$ cat config.mk
export PLATFORM = sky130hd
export DESIGN_NAME = ps2_mouse_tracker
export DESIGN_NICKNAME = d
export VERILOG_FILES = /design/src/rtl/ps2_mouse_tracker.sv
export SDC_FILE = /design/constraint.sdc
export NUM_CORES = 1
export LEC_CHECK = 0
export CAP_MARGIN = 20
export CORE_UTILIZATION = 35
export DETAILED_ROUTE_END_ITERATION = 16
export GPL_TIMING_DRIVEN = 0
export PLACE_DENSITY = 0.59
export SYNTH_ARGS = -nofsm -noshare
export SYNTH_HDL_FRONTEND = slang
export SYNTH_SLANG_ARGS = --single-unit
$ cat constraint.sdc
create_clock -name i_clk_sys -period 3.45 [get_ports i_clk_sys]
set_clock_uncertainty 0.1 [all_clocks]
set_input_delay 0.8625 -clock i_clk_sys [delete_from_list [all_inputs] [get_ports i_clk_sys]]
set_output_delay 0.8625 -clock i_clk_sys [all_outputs]
set_load 0.02 [all_outputs]
$ cat src/rtl/ps2_mouse_tracker.sv
// PS/2 mouse stream to clamped absolute cursor, buttons and event count (2-stage CAPTURE/APPLY).
// Optional wheel accumulator enabled by defining MOUSE_WHEEL_EN.
module ps2_mouse_tracker #(
    parameter int X_MAX = 319,
    parameter int Y_MAX = 239,
    parameter int SHIFT = 0
) (
    input  logic        i_clk_sys,
    input  logic        i_reset_n,
    input  logic [24:0] i_ps2_mouse,
    input  logic [15:0] i_ps2_mouse_ext,
    input  logic        i_home,
    output logic [9:0]  o_pos_x,
    output logic [8:0]  o_pos_y,
    output logic [2:0]  o_btn,
    output logic        o_evt_strobe,
    output logic [7:0]  o_evt_count,
    output logic [7:0]  o_wheel_pos
);

    localparam logic [9:0]         X_CTR = 10'(X_MAX / 2);
    localparam logic [8:0]         Y_CTR = 9'(Y_MAX / 2);
    localparam logic [9:0]         X_HI  = 10'(X_MAX);
    localparam logic [8:0]         Y_HI  = 9'(Y_MAX);
    localparam logic signed [11:0] X_HS  = 12'(X_MAX);
    localparam logic signed [11:0] Y_HS  = 12'(Y_MAX);

    logic                r_tog;
    logic                r_armed;
    logic                w_evt;
    logic signed [8:0]   w_dx_raw;
    logic signed [8:0]   w_dy_raw;
    logic signed [8:0]   w_dx;
    logic signed [8:0]   w_dy;
    logic                r_cap_vld;
    logic signed [8:0]   r_dx;
    logic signed [8:0]   r_dy;
    logic [2:0]          r_cap_btn;
    logic signed [11:0]  w_nx;
    logic signed [11:0]  w_ny;
    logic [9:0]          w_cx;
    logic [8:0]          w_cy;

    // The toggle copy follows the input every cycle; the first cycle only arms.
    always_ff @(posedge i_clk_sys or negedge i_reset_n) begin
        if (!i_reset_n) begin
            r_tog   <= 1'b0;
            r_armed <= 1'b0;
        end else begin
            r_tog   <= i_ps2_mouse[24];
            r_armed <= 1'b1;
        end
    end

    assign w_evt    = r_armed && (i_ps2_mouse[24] != r_tog);
    assign w_dx_raw = i_ps2_mouse[6] ? 9'sd0 : $signed({i_ps2_mouse[4], i_ps2_mouse[15:8]});
    assign w_dy_raw = i_ps2_mouse[7] ? 9'sd0 : $signed({i_ps2_mouse[5], i_ps2_mouse[23:16]});
    assign w_dx     = w_dx_raw >>> SHIFT;
    assign w_dy     = w_dy_raw >>> SHIFT;

    always_ff @(posedge i_clk_sys or negedge i_reset_n) begin
        if (!i_reset_n) begin
            r_cap_vld <= 1'b0;
            r_dx      <= '0;
            r_dy      <= '0;
            r_cap_btn <= '0;
        end else begin
            r_cap_vld <= w_evt;
            if (w_evt) begin
                r_dx      <= w_dx;
                r_dy      <= w_dy;
                r_cap_btn <= i_ps2_mouse[2:0];
            end
        end
    end

    // PS/2 +Y is up while screen Y grows downward, hence the subtraction.
    assign w_nx = $signed({2'b00, o_pos_x}) + $signed({{3{r_dx[8]}}, r_dx});
    assign w_ny = $signed({3'b000, o_pos_y}) - $signed({{3{r_dy[8]}}, r_dy});

    always_comb begin
        w_cx = w_nx[9:0];
        w_cy = w_ny[8:0];
        if (w_nx < 12'sd0)
            w_cx = '0;
        else if (w_nx > X_HS)
            w_cx = X_HI;
        if (w_ny < 12'sd0)
            w_cy = '0;
        else if (w_ny > Y_HS)
            w_cy = Y_HI;
    end

    always_ff @(posedge i_clk_sys or negedge i_reset_n) begin
        if (!i_reset_n) begin
            o_pos_x      <= X_CTR;
            o_pos_y      <= Y_CTR;
            o_btn        <= '0;
            o_evt_strobe <= 1'b0;
            o_evt_count  <= '0;
        end else begin
            o_evt_strobe <= r_cap_vld;
            if (i_home) begin
                o_pos_x <= X_CTR;
                o_pos_y <= Y_CTR;
            end else if (r_cap_vld) begin
                o_pos_x <= w_cx;
                o_pos_y <= w_cy;
            end
            if (r_cap_vld) begin
                o_btn       <= r_cap_btn;
                o_evt_count <= o_evt_count + 8'd1;
            end
        end
    end

`ifdef MOUSE_WHEEL_EN
    logic [7:0]        r_cap_whl;
    logic signed [8:0] w_wsum;
    logic              w_unused_bits;

    assign w_unused_bits = ^{i_ps2_mouse[3], i_ps2_mouse_ext[15:8]};
    assign w_wsum = $signed({o_wheel_pos[7], o_wheel_pos}) + $signed({r_cap_whl[7], r_cap_whl});

    always_ff @(posedge i_clk_sys or negedge i_reset_n) begin
        if (!i_reset_n) begin
            r_cap_whl   <= '0;
            o_wheel_pos <= '0;
        end else begin
            if (w_evt)
                r_cap_whl <= i_ps2_mouse_ext[7:0];
            // Saturate instead of wrapping when the 9-bit sum leaves the 8-bit range.
            if (r_cap_vld) begin
                if (w_wsum[8] != w_wsum[7])
                    o_wheel_pos <= w_wsum[8] ? 8'h80 : 8'h7F;
                else
                    o_wheel_pos <= w_wsum[7:0];
            end
        end
    end
`else
    logic w_unused_bits;

    assign w_unused_bits = ^{i_ps2_mouse[3], i_ps2_mouse_ext};
    assign o_wheel_pos   = '0;
`endif

endmodule

### Word-level counts from Yosys, hierarchy flattened

Index checks and enable logic that the tools add are counted.

* register bits after elaboration: 55
* input bits: 44
* output and inout port bits: 39
* word-level logic and storage cells: 31

* add/subtract/negate cells: 3
* order comparisons: 4
* eq/ne operators: 1
* mux-type cells: 10
* reductions and logical operators: 2

Operators with widths (number)
* 2-to-1 mux 9 bit: 6
* 2-to-1 mux 10 bit: 4
* adder 11 x 9 -> 12 bit: 1
* > comparator 12 x 10 -> 1 bit, second input constant: 1
* < comparator 12 x 1 -> 1 bit, second input constant: 1
* > comparator 11 x 9 -> 1 bit, second input constant: 1
* < comparator 11 x 1 -> 1 bit, second input constant: 1
* subtractor 10 x 9 -> 11 bit: 1
* adder 8 x 1 -> 8 bit, second input constant: 1
* nonzero test 2 bit: 1
* logical AND 1 bit: 1
* != test 1 bit: 1

### Longest topological paths before layout

Gate-level depths: netlist of the first run.

* word-level depth: 6
* depth in mapped cells: 11
* gate-level depth less buffers: 11

### Worst setup path before layout of the first run

No wires, ideal clock.

* kind: flip-flop to flip-flop
* start point: register o_pos_x[0]
* end point: register o_pos_x[7]
* setup time: 0.083 ns
* arrival time: 2.720 ns
* data required time: 3.267 ns
* slack: 0.547 ns
* stages on the path, launching flop included: 11
* buffers on the path: 0
* clock period less this slack: 2.903 ns
* cells stage by stage: dfstp_2 > ha_1 > inv_1 > fa_1 > nor2b_4 > o2111ai_2 > nand2_2 > mux2_4 > a2111oi_4 > nor2_2 > a221o_1

* word-level cells in the longest chain between the ends: 6
* elaborated cells between the ends (all ways): 7
* those cells by class: 1 x add/sub; 2 x order compare; 4 x mux

Ends and longest elaborated chain
* start, declared: line 13 `output logic [9:0] o_pos_x,`
* start signal, assigned: line 107 `o_pos_x <= w_cx;`
* adder 11 x 9 -> 12 bit (*): line 78 `assign w_nx = $signed({2'b00, o_pos_x}) + $signed({{3{r_dx[8]}}, r_dx});`
* > comparator 12 x 10 -> 1 bit: line 86 `else if (w_nx > X_HS)`
* 2-to-1 mux 10 bit: line 86
* 2-to-1 mux 10 bit (*): line 84 `if (w_nx < 12'sd0)`
* 2-to-1 mux 10 bit (*): line 106 `end else if (r_cap_vld) begin`
* 2-to-1 mux 10 bit (*): line 103 `if (i_home) begin`

Mark *: on every way between the ends. The rest lies on a longest branch, timed or not. The select of a mux whose other input is x is not followed.
A chain may end at the register's enable or synchronous reset.

### Worst setup path after layout of the first run

* start point: register o_pos_x[0]
* end point: register o_pos_x[2]

Same word-level chain as after synthesis.

==> results.sh, run 1 <==
export IMPL_slew_violations=0
export IMPL_grt_pass1_vias=2837
export IMPL_async_flop_share_pct=100
export IMPL_drv_cap=0
export IMPL_drt_first_pass_iters=4
export IMPL_cp_required_ns=3.56
export IMPL_num_rows=36
export IMPL_critPathMaxStageDelay_ns=0.56
export IMPL_m1WireLength_um=3870
export IMPL_grt_first_pass_wirelength_um=13700
export IMPL_finalSetupViolCount=0
export IMPL_finalCritPeriodShare_pct=90.3
export IMPL_crit_fanout=7
export IMPL_ioPinCount=83
export IMPL_criticalPathCategory="flip-flop to flip-flop"
export IMPL_drc_errors=0
export IMPL_cp_slowest_cell="dfstp_2"
export IMPL_place_congestion=0.825
export IMPL_relSlewSlack_pct=64.0
export IMPL_wl_met3_um=361
export IMPL_seq_area_frac_synth_pct=39.6
export IMPL_hold_buffers=0
export IMPL_grtUsageTotal_pct=16.7
export IMPL_cts_sink_count=55
export IMPL_cp_num_buf_inv=1
export IMPL_finalInstanceArea_um2=4400
export IMPL_syn_area_um2=3520
export IMPL_cts_clk_slew_worst_paths_ns=0.11
export IMPL_max_vdd_ir_drop_mv=0.223
export IMPL_ant_nets=0
export IMPL_htreeDepth=2
export IMPL_leakage_nw=1.84
export IMPL_numCtsBuffers=5
export IMPL_worstSkewPairLatency_ns=0.31
export IMPL_first_iter_violations=137
export IMPL_cts_resized=0
export IMPL_cts_tree="done"
export IMPL_cts_root_buf="clkbuf_8"
export IMPL_rsz0062_at_grt="no"
export IMPL_p_per_area_nw_per_um2=556
export IMPL_highest_layer="met4"
export IMPL_postCtsSetupRepairBufs=0
export IMPL_finalHoldViolCount=0
export IMPL_die_area_um2=10500
export IMPL_syn_inst=366
export IMPL_syn_avg_cell_area_um2=9.61
export IMPL_endpoint_kind="flip-flop"
export IMPL_diodes=0
export IMPL_cts_buffer_depth=2
export IMPL_fp_dieH_um=102
export IMPL_worst_slew_pin_slew_ns=0.539
export IMPL_die_width_um=102
export IMPL_hp_class="flip-flop to flip-flop"
export IMPL_drt_wl_total_um=8320
export IMPL_synth_edf_count=0
export IMPL_setup_tns_ns=0
export IMPL_via_per_inst=5.03
export IMPL_fmax_ghz=0.321
export IMPL_critical_path_cell_chain="ha_1, inv_1, fa_1, nor2b_4, o2111ai_2, nand2_2, mux2_4, a2111oi_4, nor2_2, a311oi_1"
export IMPL_dp_hpwl_um=6400
export IMPL_grt_overflow=0
export IMPL_routedWlPerCell_um=14.6
export IMPL_nets=505
export IMPL_antenna_found_initial=0
export IMPL_cp_arrival_ns=3.23
export IMPL_wl_met2_um=4000
export IMPL_vias=2871
export IMPL_yosysWarnings=0
export IMPL_core_area_um2=9770
export IMPL_place_area_um2=4290
export IMPL_final_util_pct=45.0
export IMPL_start_util_pct=36.0
export IMPL_ys_flop_type="dfrtp_1"
export IMPL_startpoint_type="flip-flop"
export IMPL_fillers=984
export IMPL_crit_family="compound AO/OA/AOI/OAI gates"
export IMPL_grt_max_degree=35
export IMPL_area_delta_synth_final_pct=25.0
export IMPL_status="complete, no violations"
export IMPL_ys_types=70
export IMPL_port_buffer_count=56
export IMPL_fin_crit_ns=3.11
export IMPL_drive_gt1_share_pct=13.0
export IMPL_p_total_mw=2.44
export IMPL_holdWs_ns=0.378
export IMPL_ys_seq_elements=55
layout make-up:
class	count	area [um^2]	area share (%)
Multi-Input combinational cell	276	1940	44.0
Sequential cell	55	1390	31.7
Timing Repair Buffer	57	576	13.1
Tap cell	133	166	3.79
Buffer	21	138	3.13
Inverter	21	78.8	1.79
Clock buffer	6	72.6	1.65
Clock inverter	2	37.5	0.854
where the power goes:
| part | switching [mW] | internal (mW) | leakage [nW] |
|---|---|---|---|
| registers | 0.100 | 0.771 | 0.684 |
| clock network | 0.214 | 0.217 | 0.0514 |
| logic | 0.629 | 0.513 | 1.11 |
state kept, by name (all words and copies together) (netlist names):
register      cells
o_pos_y           9
r_tog             1
r_armed           1
r_cap_btn         3
r_dy              9
r_cap_vld         1
r_dx              9
o_evt_count       8
o_evt_strobe      1
o_pos_x          10
o_btn             3
kinds of logic after synthesis:
group / after synthesis / share of synthesized area, %
DFF: 55 / 39.6
adders and majority gates: 24 / 8.96
and+or+nand+nor: 126 / 19.7
AOI/OAI and AO/OA: 90 / 18.1
other: 2 / 0.214
xor gates and xnor gates: 21 / 5.23
muxes: 6 / 1.99
buffers and inverters: 42 / 6.15
cell usage after synthesis (all sizes together) (2+ instances only):
cell      n  area [um^2]
a22oi     2         15.0
a211oi    3         22.5
buf      13         97.6
a21o      3         22.5
and2      4         27.5
o211ai    4         30.0
nand2    37          141
o21a      2         15.0
ha       22          275
o31ai     2         15.0
a31oi     3         18.8
nor2     22         90.1
fa        2         40.0
o21ai    27          135
nand2b   15         93.8
inv      20         75.1
dfrtp    43         1080
nor2b     3         26.3
nor4      4         31.3
a21oi    16         83.8
conb      2         7.51
nand3b   10         75.1
a311oi    4         35.0
a22o      2         17.5
xnor2    15          131
a221oi    2         23.8
dfstp    12          315
a2111oi   2         36.3
a221o     2         20.0
a31o      3         26.3
nand3     8         52.6
a32oi     5         43.8
mux2      5         60.1
nand4     3         18.8
xor2      6         52.6
or3       2         12.5
nor3      6         30.0
clkbuf    8         40.0
o21bai    2         15.0
and3      5         31.3
path summary, 6_finish.rpt:
path	slack (ns)	to	cells past startpoint	from
hold / removal	0.38	r_cap_btn[0]	2	r_cap_btn[0]
hold reg to reg	0.38	r_cap_btn[0]	2	r_cap_btn[0]
setup / recovery	0.34	o_pos_x[2]	10	o_pos_x[0]
max in group asynchronous	2.18	o_pos_y[0]	2	i_reset_n
min in group asynchronous	0.42	o_btn[2]	1	i_reset_n
setup reg to reg	0.34	o_pos_x[2]	10	o_pos_x[0]
through the flow:
stage | setup slack (ns) | cells
final | 0.336 | 571
after global routing | 0.141 | 571
after CTS | 0.331 | 571
after detailed placement | 0.375 | 563
after global placement | -0.377 | 562
after floorplan | 0.547 | 373
cell usage in the layout (no fill, tap or decap), drive strengths merged, types with 5 or more instances in the layout:
master / instances
xnor2: 15
dfstp: 12
and3: 5
buf: 15
mux2: 5
dfrtp: 43
o21ai: 27
nor2: 22
inv: 20
nand2b: 15
xor2: 6
a32oi: 5
a21oi: 16
conb: 9
nand3: 8
nor3: 6
nand3b: 10
nand2: 37
ha: 22
clkdlybuf4s50: 55
clkbuf: 14
layer usage:
layer  vias up  track usage, %
met5         -               0
li1       1430               -
met1      1363            22.1
met4         0            3.85
met2        68            28.5
met3        10            2.87
tightest hold or removal path: stages, from the launching register on:
cell,delay (ns)
dfrtp_1,0.35
nand2_1,0.05
nand2_1,0.05
(Power assumes the default switching activity.)
==> run 2, diff against run 1 <==
Settings changed: SETUP_SLACK_MARGIN set to 0.15.
==> run 2 against run 1 <==
Fmax fell by 0.23%. Die area did not move. Global-route usage did not move. Setup slack got worse by 0.0072 ns.
==> results.sh, run 2 (same netlist as run 1, synthesis figures left out) <==
export IMPL_status="complete, no violations"
export IMPL_internal_power_mw=1.50
export IMPL_relSlewSlack_pct=64.0
export IMPL_slew_violations=0
export IMPL_routedWlPerCell_um=14.6
export IMPL_ant_nets=0
export IMPL_p_per_area_nw_per_um2=556
export IMPL_final_common_cell="clkdlybuf4s50_1"
export IMPL_cp_required_ns=3.56
export IMPL_holdWs_ns=0.378
export IMPL_worstSkewPairLatency_ns=0.31
export IMPL_top_register="o_pos_x"
export IMPL_antenna_found_initial=0
export IMPL_grt_max_degree=35
export IMPL_clock_power_share_pct=17.6
export IMPL_diodes=0
export IMPL_seq_power_share_pct=35.6
export IMPL_crit_family="compound AO/OA/AOI/OAI gates"
export IMPL_worstReg2RegStart="o_pos_x[0]"
export IMPL_cts_buffer_depth=2
export IMPL_rsz0062_at_grt="no"
export IMPL_drt_first_pass_iters=4
export IMPL_drt_wl_total_um=8310
export IMPL_start_util_pct=36.0
export IMPL_holdPathStages=2
export IMPL_place_congestion=0.825
export IMPL_finalHoldViolCount=0
export IMPL_p_comb_share_pct=46.8
export IMPL_dp_hpwl_um=6400
export IMPL_criticalPathCategory="flip-flop to flip-flop"
export IMPL_dp_cells=563
export IMPL_die_area_um2=10500
export IMPL_critical_path_cell_chain="ha_1, inv_1, fa_1, nor2b_4, o2111ai_2, nand2_2, mux2_4, a2111oi_4, nor2_2, a311oi_1"
export IMPL_final_cell_mix="clkdlybuf4s50_1, dfrtp_1, nand2_1, o21ai_0, ha_1"
export IMPL_first_iter_violations=115
export IMPL_hp_class="flip-flop to flip-flop"
export IMPL_min_to="r_cap_btn[0]"
export IMPL_postCtsSetupRepairBufs=0
export IMPL_via_per_inst=5.01
export IMPL_fmax_ghz=0.320
export IMPL_core_area_um2=9770
export IMPL_worst_slew_pin_slew_ns=0.540
export IMPL_htreeDepth=2
export IMPL_grt_first_pass_wirelength_um=13700
export IMPL_nets=505
export IMPL_fp_dieH_um=102
export IMPL_cp_num_buf_inv=1
export IMPL_startpoint_type="flip-flop"
export IMPL_hold_start="r_cap_btn[0]"
export IMPL_cts_tree="done"
export IMPL_largest_reg_flops=10
export IMPL_fin_crit_ns=3.12
export IMPL_ioPinCount=83
export IMPL_final_cells=571
export IMPL_cp_arrival_ns=3.24
export IMPL_numCtsBuffers=5
export IMPL_die_width_um=102
export IMPL_drv_cap=0
export IMPL_crit_fanout=7
export IMPL_r2r_cells=10
export IMPL_finalCritPeriodShare_pct=90.5
export IMPL_r2r_slack_ns=0.33
export IMPL_drc_errors=0
export IMPL_hold_buffers=0
export IMPL_area_delta_synth_final_pct=25.2
export IMPL_endpoint_kind="flip-flop"
export IMPL_grt_pass1_vias=2837
export IMPL_num_rows=36
export IMPL_grt_overflow=0
export IMPL_cp_slowest_cell="dfstp_2"
export IMPL_total_switching_power_uw=945
export IMPL_vias=2863
export IMPL_cts_resized=0
export IMPL_finalSetupViolCount=0
export IMPL_cts_sink_count=55
export IMPL_port_buffer_count=56
export IMPL_drive_gt1_share_pct=13.2
export IMPL_reg2reg_to="o_pos_x[1]"
export IMPL_cts_clk_slew_worst_paths_ns=0.11
export IMPL_grtUsageTotal_pct=16.7
export IMPL_switching_share_pct=38.6
export IMPL_critPathMaxStageDelay_ns=0.56
export IMPL_max_vdd_ir_drop_mv=0.223
export IMPL_cts_root_buf="clkbuf_8"
export IMPL_leakage_nw=1.84
[run 2: final cells by class]
type	count	area, um^2
Fill cell	980	5370
Multi-Input combinational cell	276	1940
Sequential cell	55	1390
Timing Repair Buffer	57	576
Tap cell	133	166
Buffer	21	138
Inverter	21	78.8
Clock buffer	6	72.6
Clock inverter	2	37.5
[run 2: how the worst max path moves through the flow]
stage	start	to	slack (ns)	cells after the start
after floorplan	o_pos_x[0]	o_pos_x[7]	0.55	10
after global placement	i_reset_n	o_pos_x[8]	-0.38	1
after detailed placement	o_pos_x[0]	o_pos_x[7]	0.38	10
after CTS	o_pos_x[0]	o_pos_x[1]	0.33	10
after global routing	o_pos_x[0]	o_pos_x[3]	0.15	10
final	o_pos_x[0]	o_pos_x[1]	0.33	10
[run 2: metal layers]
metal	vias up	global-route usage, %	part of all wire (%)
li1	1431	-	-
met1	1355	22.1	46
met2	67	28.5	48
met3	10	2.87	4.3
met4	0	3.85	1.2
met5	-	0	0
[run 2: power groups by stage]
| stage | clock network (mW) | registers, mW | logic (mW) |
|---|---|---|---|
| detailed placement | 0 | 0.885 | 1.13 |
| floorplan | 0 | 0.951 | 0.701 |
| CTS | 0.444 | 0.874 | 1.14 |
| global placement | 0 | 0.885 | 1.12 |
| finish | 0.430 | 0.872 | 1.15 |
| global route | 0.459 | 0.889 | 1.27 |
[run 2: metrics by stage]
stage / power (mW) / utilization, % / setup TNS (ns) / worst slack (ns) / instance area [um^2]
after floorplan: 1.65 / - / 0 / 0.547 / 3540
after global placement: 2.01 / 43.7 / -16.08 / -0.377 / 4270
after detailed placement: 2.02 / 43.8 / 0 / 0.375 / 4290
after CTS: 2.46 / 45.0 / 0 / 0.331 / 4400
after global routing: 2.62 / 45.0 / 0 / 0.153 / 4400
final: 2.45 / 45.0 / 0 / 0.328 / 4400
[run 2: tightest hold or removal path, delay by kind of cell, from the launching register on]
family | cells | cell delay [ns]
flip-flops | 1 | 0.35
AND/OR/NAND/NOR | 2 | 0.10
==> run 3, diff against run 2 <==
Settings changed: CAP_MARGIN 20 to not set.
==> run 3 against run 2 <==
Cell count unchanged. Setup slack stayed put. First-iteration DRC count unchanged. Die area did not move. Flip-flop and latch count did not move. Fmax is the same. Critical path depth unchanged. Final area stayed put. Register-to-register slack barely moved. Combinational power about the same. Sequential power is essentially flat. Largest cell class unchanged. Largest power group unchanged.
==> results.sh, run 3 (same netlist as run 1, synthesis figures left out) <==
export IMPL_crit_fanout=7
export IMPL_final_cells=571
export IMPL_dp_cells=563
export IMPL_hold_buffers=0
export IMPL_reg2reg_to="o_pos_x[1]"
export IMPL_critPathMaxStageDelay_ns=0.56
export IMPL_num_rows=36
export IMPL_grt_max_degree=35
export IMPL_min_to="r_cap_btn[0]"
export IMPL_grt_pass1_vias=2837
export IMPL_p_per_area_nw_per_um2=556
export IMPL_worstReg2RegStart="o_pos_x[0]"
export IMPL_startpoint="o_pos_x[0]"
export IMPL_hold_start="r_cap_btn[0]"
export IMPL_cts_root_buf="clkbuf_8"
export IMPL_cts_buffer_depth=2
export IMPL_numCtsBuffers=5
export IMPL_critical_path_cell_chain="ha_1, inv_1, fa_1, nor2b_4, o2111ai_2, nand2_2, mux2_4, a2111oi_4, nor2_2, a311oi_1"
export IMPL_fp_dieH_um=102
export IMPL_startpoint_type="flip-flop"
export IMPL_max_vdd_ir_drop_mv=0.223
export IMPL_vias=2863
export IMPL_finalInstanceArea_um2=4400
export IMPL_cts_clk_slew_worst_paths_ns=0.11
export IMPL_fmax_ghz=0.320
export IMPL_rsz0062_at_grt="no"
export IMPL_r2r_slack_ns=0.33
export IMPL_drt_first_pass_iters=4
export IMPL_via_per_inst=5.01
export IMPL_finalSetupViolCount=0
export IMPL_final_cell_mix="clkdlybuf4s50_1, dfrtp_1, nand2_1, o21ai_0, ha_1"
export IMPL_finalHoldViolCount=0
export IMPL_cp_slowest_cell="dfstp_2"
export IMPL_core_area_um2=9770
export IMPL_cts_tree="done"
export IMPL_worst_slew_pin_slew_ns=0.540
export IMPL_cp_required_ns=3.56
export IMPL_first_iter_violations=115
export IMPL_cp_arrival_ns=3.24
export IMPL_criticalPathCategory="flip-flop to flip-flop"
export IMPL_antenna_found_initial=0
export IMPL_port_buffer_count=56
export IMPL_holdPathStages=2
export IMPL_relSlewSlack_pct=64.0
export IMPL_htreeDepth=2
export IMPL_finalCritPeriodShare_pct=90.5
export IMPL_cp_num_buf_inv=1
export IMPL_place_area_um2=4290
export IMPL_drc_errors=0
export IMPL_drv_cap=0
export IMPL_fillers=980
export IMPL_largest_reg_flops=10
export IMPL_ioPinCount=83
export IMPL_status="complete, no violations"
export IMPL_grt_first_pass_wirelength_um=13700
export IMPL_slew_violations=0
export IMPL_hp_class="flip-flop to flip-flop"
export IMPL_drt_wl_total_um=8310
export IMPL_ant_nets=0
export IMPL_crit_family="compound AO/OA/AOI/OAI gates"
export IMPL_diodes=0
export IMPL_area_delta_synth_final_pct=25.2
export IMPL_r2r_cells=10
export IMPL_grt_overflow=0
export IMPL_drive_gt1_share_pct=13.2
export IMPL_p_total_mw=2.45
export IMPL_routedWlPerCell_um=14.6
export IMPL_fin_crit_ns=3.12
export IMPL_dp_hpwl_um=6400
export IMPL_place_congestion=0.825
export IMPL_die_width_um=102
export IMPL_grtUsageTotal_pct=16.7
export IMPL_top_register="o_pos_x"
export IMPL_start_util_pct=36.0
export IMPL_worstSkewPairLatency_ns=0.31
export IMPL_cts_sink_count=55
export IMPL_die_area_um2=10500
export IMPL_nets=505
export IMPL_holdWs_ns=0.378
export IMPL_leakage_nw=1.84
export IMPL_endpoint_kind="flip-flop"
export IMPL_final_common_cell="clkdlybuf4s50_1"
-- run 3: cell counts in the layout (fill, tap and decap cells not counted) --
Identical to the previous run, type by type.
-- run 3: worst reg2reg max path: stages (launching register included) --
cell and delay, ns:
dfstp_2 0.56, ha_1 0.18, inv_1 0.06, fa_1 0.44, nor2b_4 0.16, o2111ai_2 0.23, nand2_2 0.16, mux2_4 0.32
a2111oi_4 0.37, nor2_2 0.15, a311oi_1 0.30
-- run 3: per-layer routing --
layer | global-route usage (%) | up-vias | wire length (um)
li1 | - | 1431 | -
met4 | 3.85 | 0 | 96
met1 | 22.1 | 1355 | 3860
met2 | 28.5 | 67 | 3990
met5 | 0 | - | 0
met3 | 2.87 | 10 | 359
-- run 3: area by class of cell --
type	count	area [um^2]	share of cell area (%)
clock buffers	6	72.6	1.65
clock inverters	2	37.5	0.853
repair buffers	57	576	13.1
inverters	21	78.8	1.79
flip-flops and latches	55	1390	31.6
multi-input cells	276	1940	44.1
plain buffers	21	138	3.13
well taps	133	166	3.78
-- run 3: how the worst max path moves through the flow --
| stage | slack [ns] | cells past startpoint | end |
|---|---|---|---|
| 6_report | 0.33 | 10 | o_pos_x[1] |
| 5_1_grt | 0.15 | 10 | o_pos_x[3] |
| 4_1_cts | 0.33 | 10 | o_pos_x[1] |
| 3_5_place_dp | 0.38 | 10 | o_pos_x[7] |
| 3_3_place_gp | -0.38 | 1 | o_pos_x[8] |
| 2_1_floorplan | 0.55 | 10 | o_pos_x[7] |
-- run 3: report_power, final --
part	switching [mW]	total, mW	internal, mW
Combinational	0.631	1.15	0.514
Clock	0.213	0.430	0.217
Sequential	0.100	0.872	0.771
-- run 3: repair_timing --
item / 4_1_cts / 5_1_grt
setup buffers: 0 / 0
gates resized for setup: 0 / 1
endpoints found under the setup margin: 0 / 1
-- run 3: stage by stage --
stage / setup WS, ns / util, % / TNS (ns)
floorplan: 0.547 / - / 0
global placement: -0.377 / 43.7 / -16.08
detailed placement: 0.375 / 43.8 / 0
CTS: 0.331 / 45.0 / 0
global route: 0.153 / 45.0 / 0
finish: 0.328 / 45.0 / 0
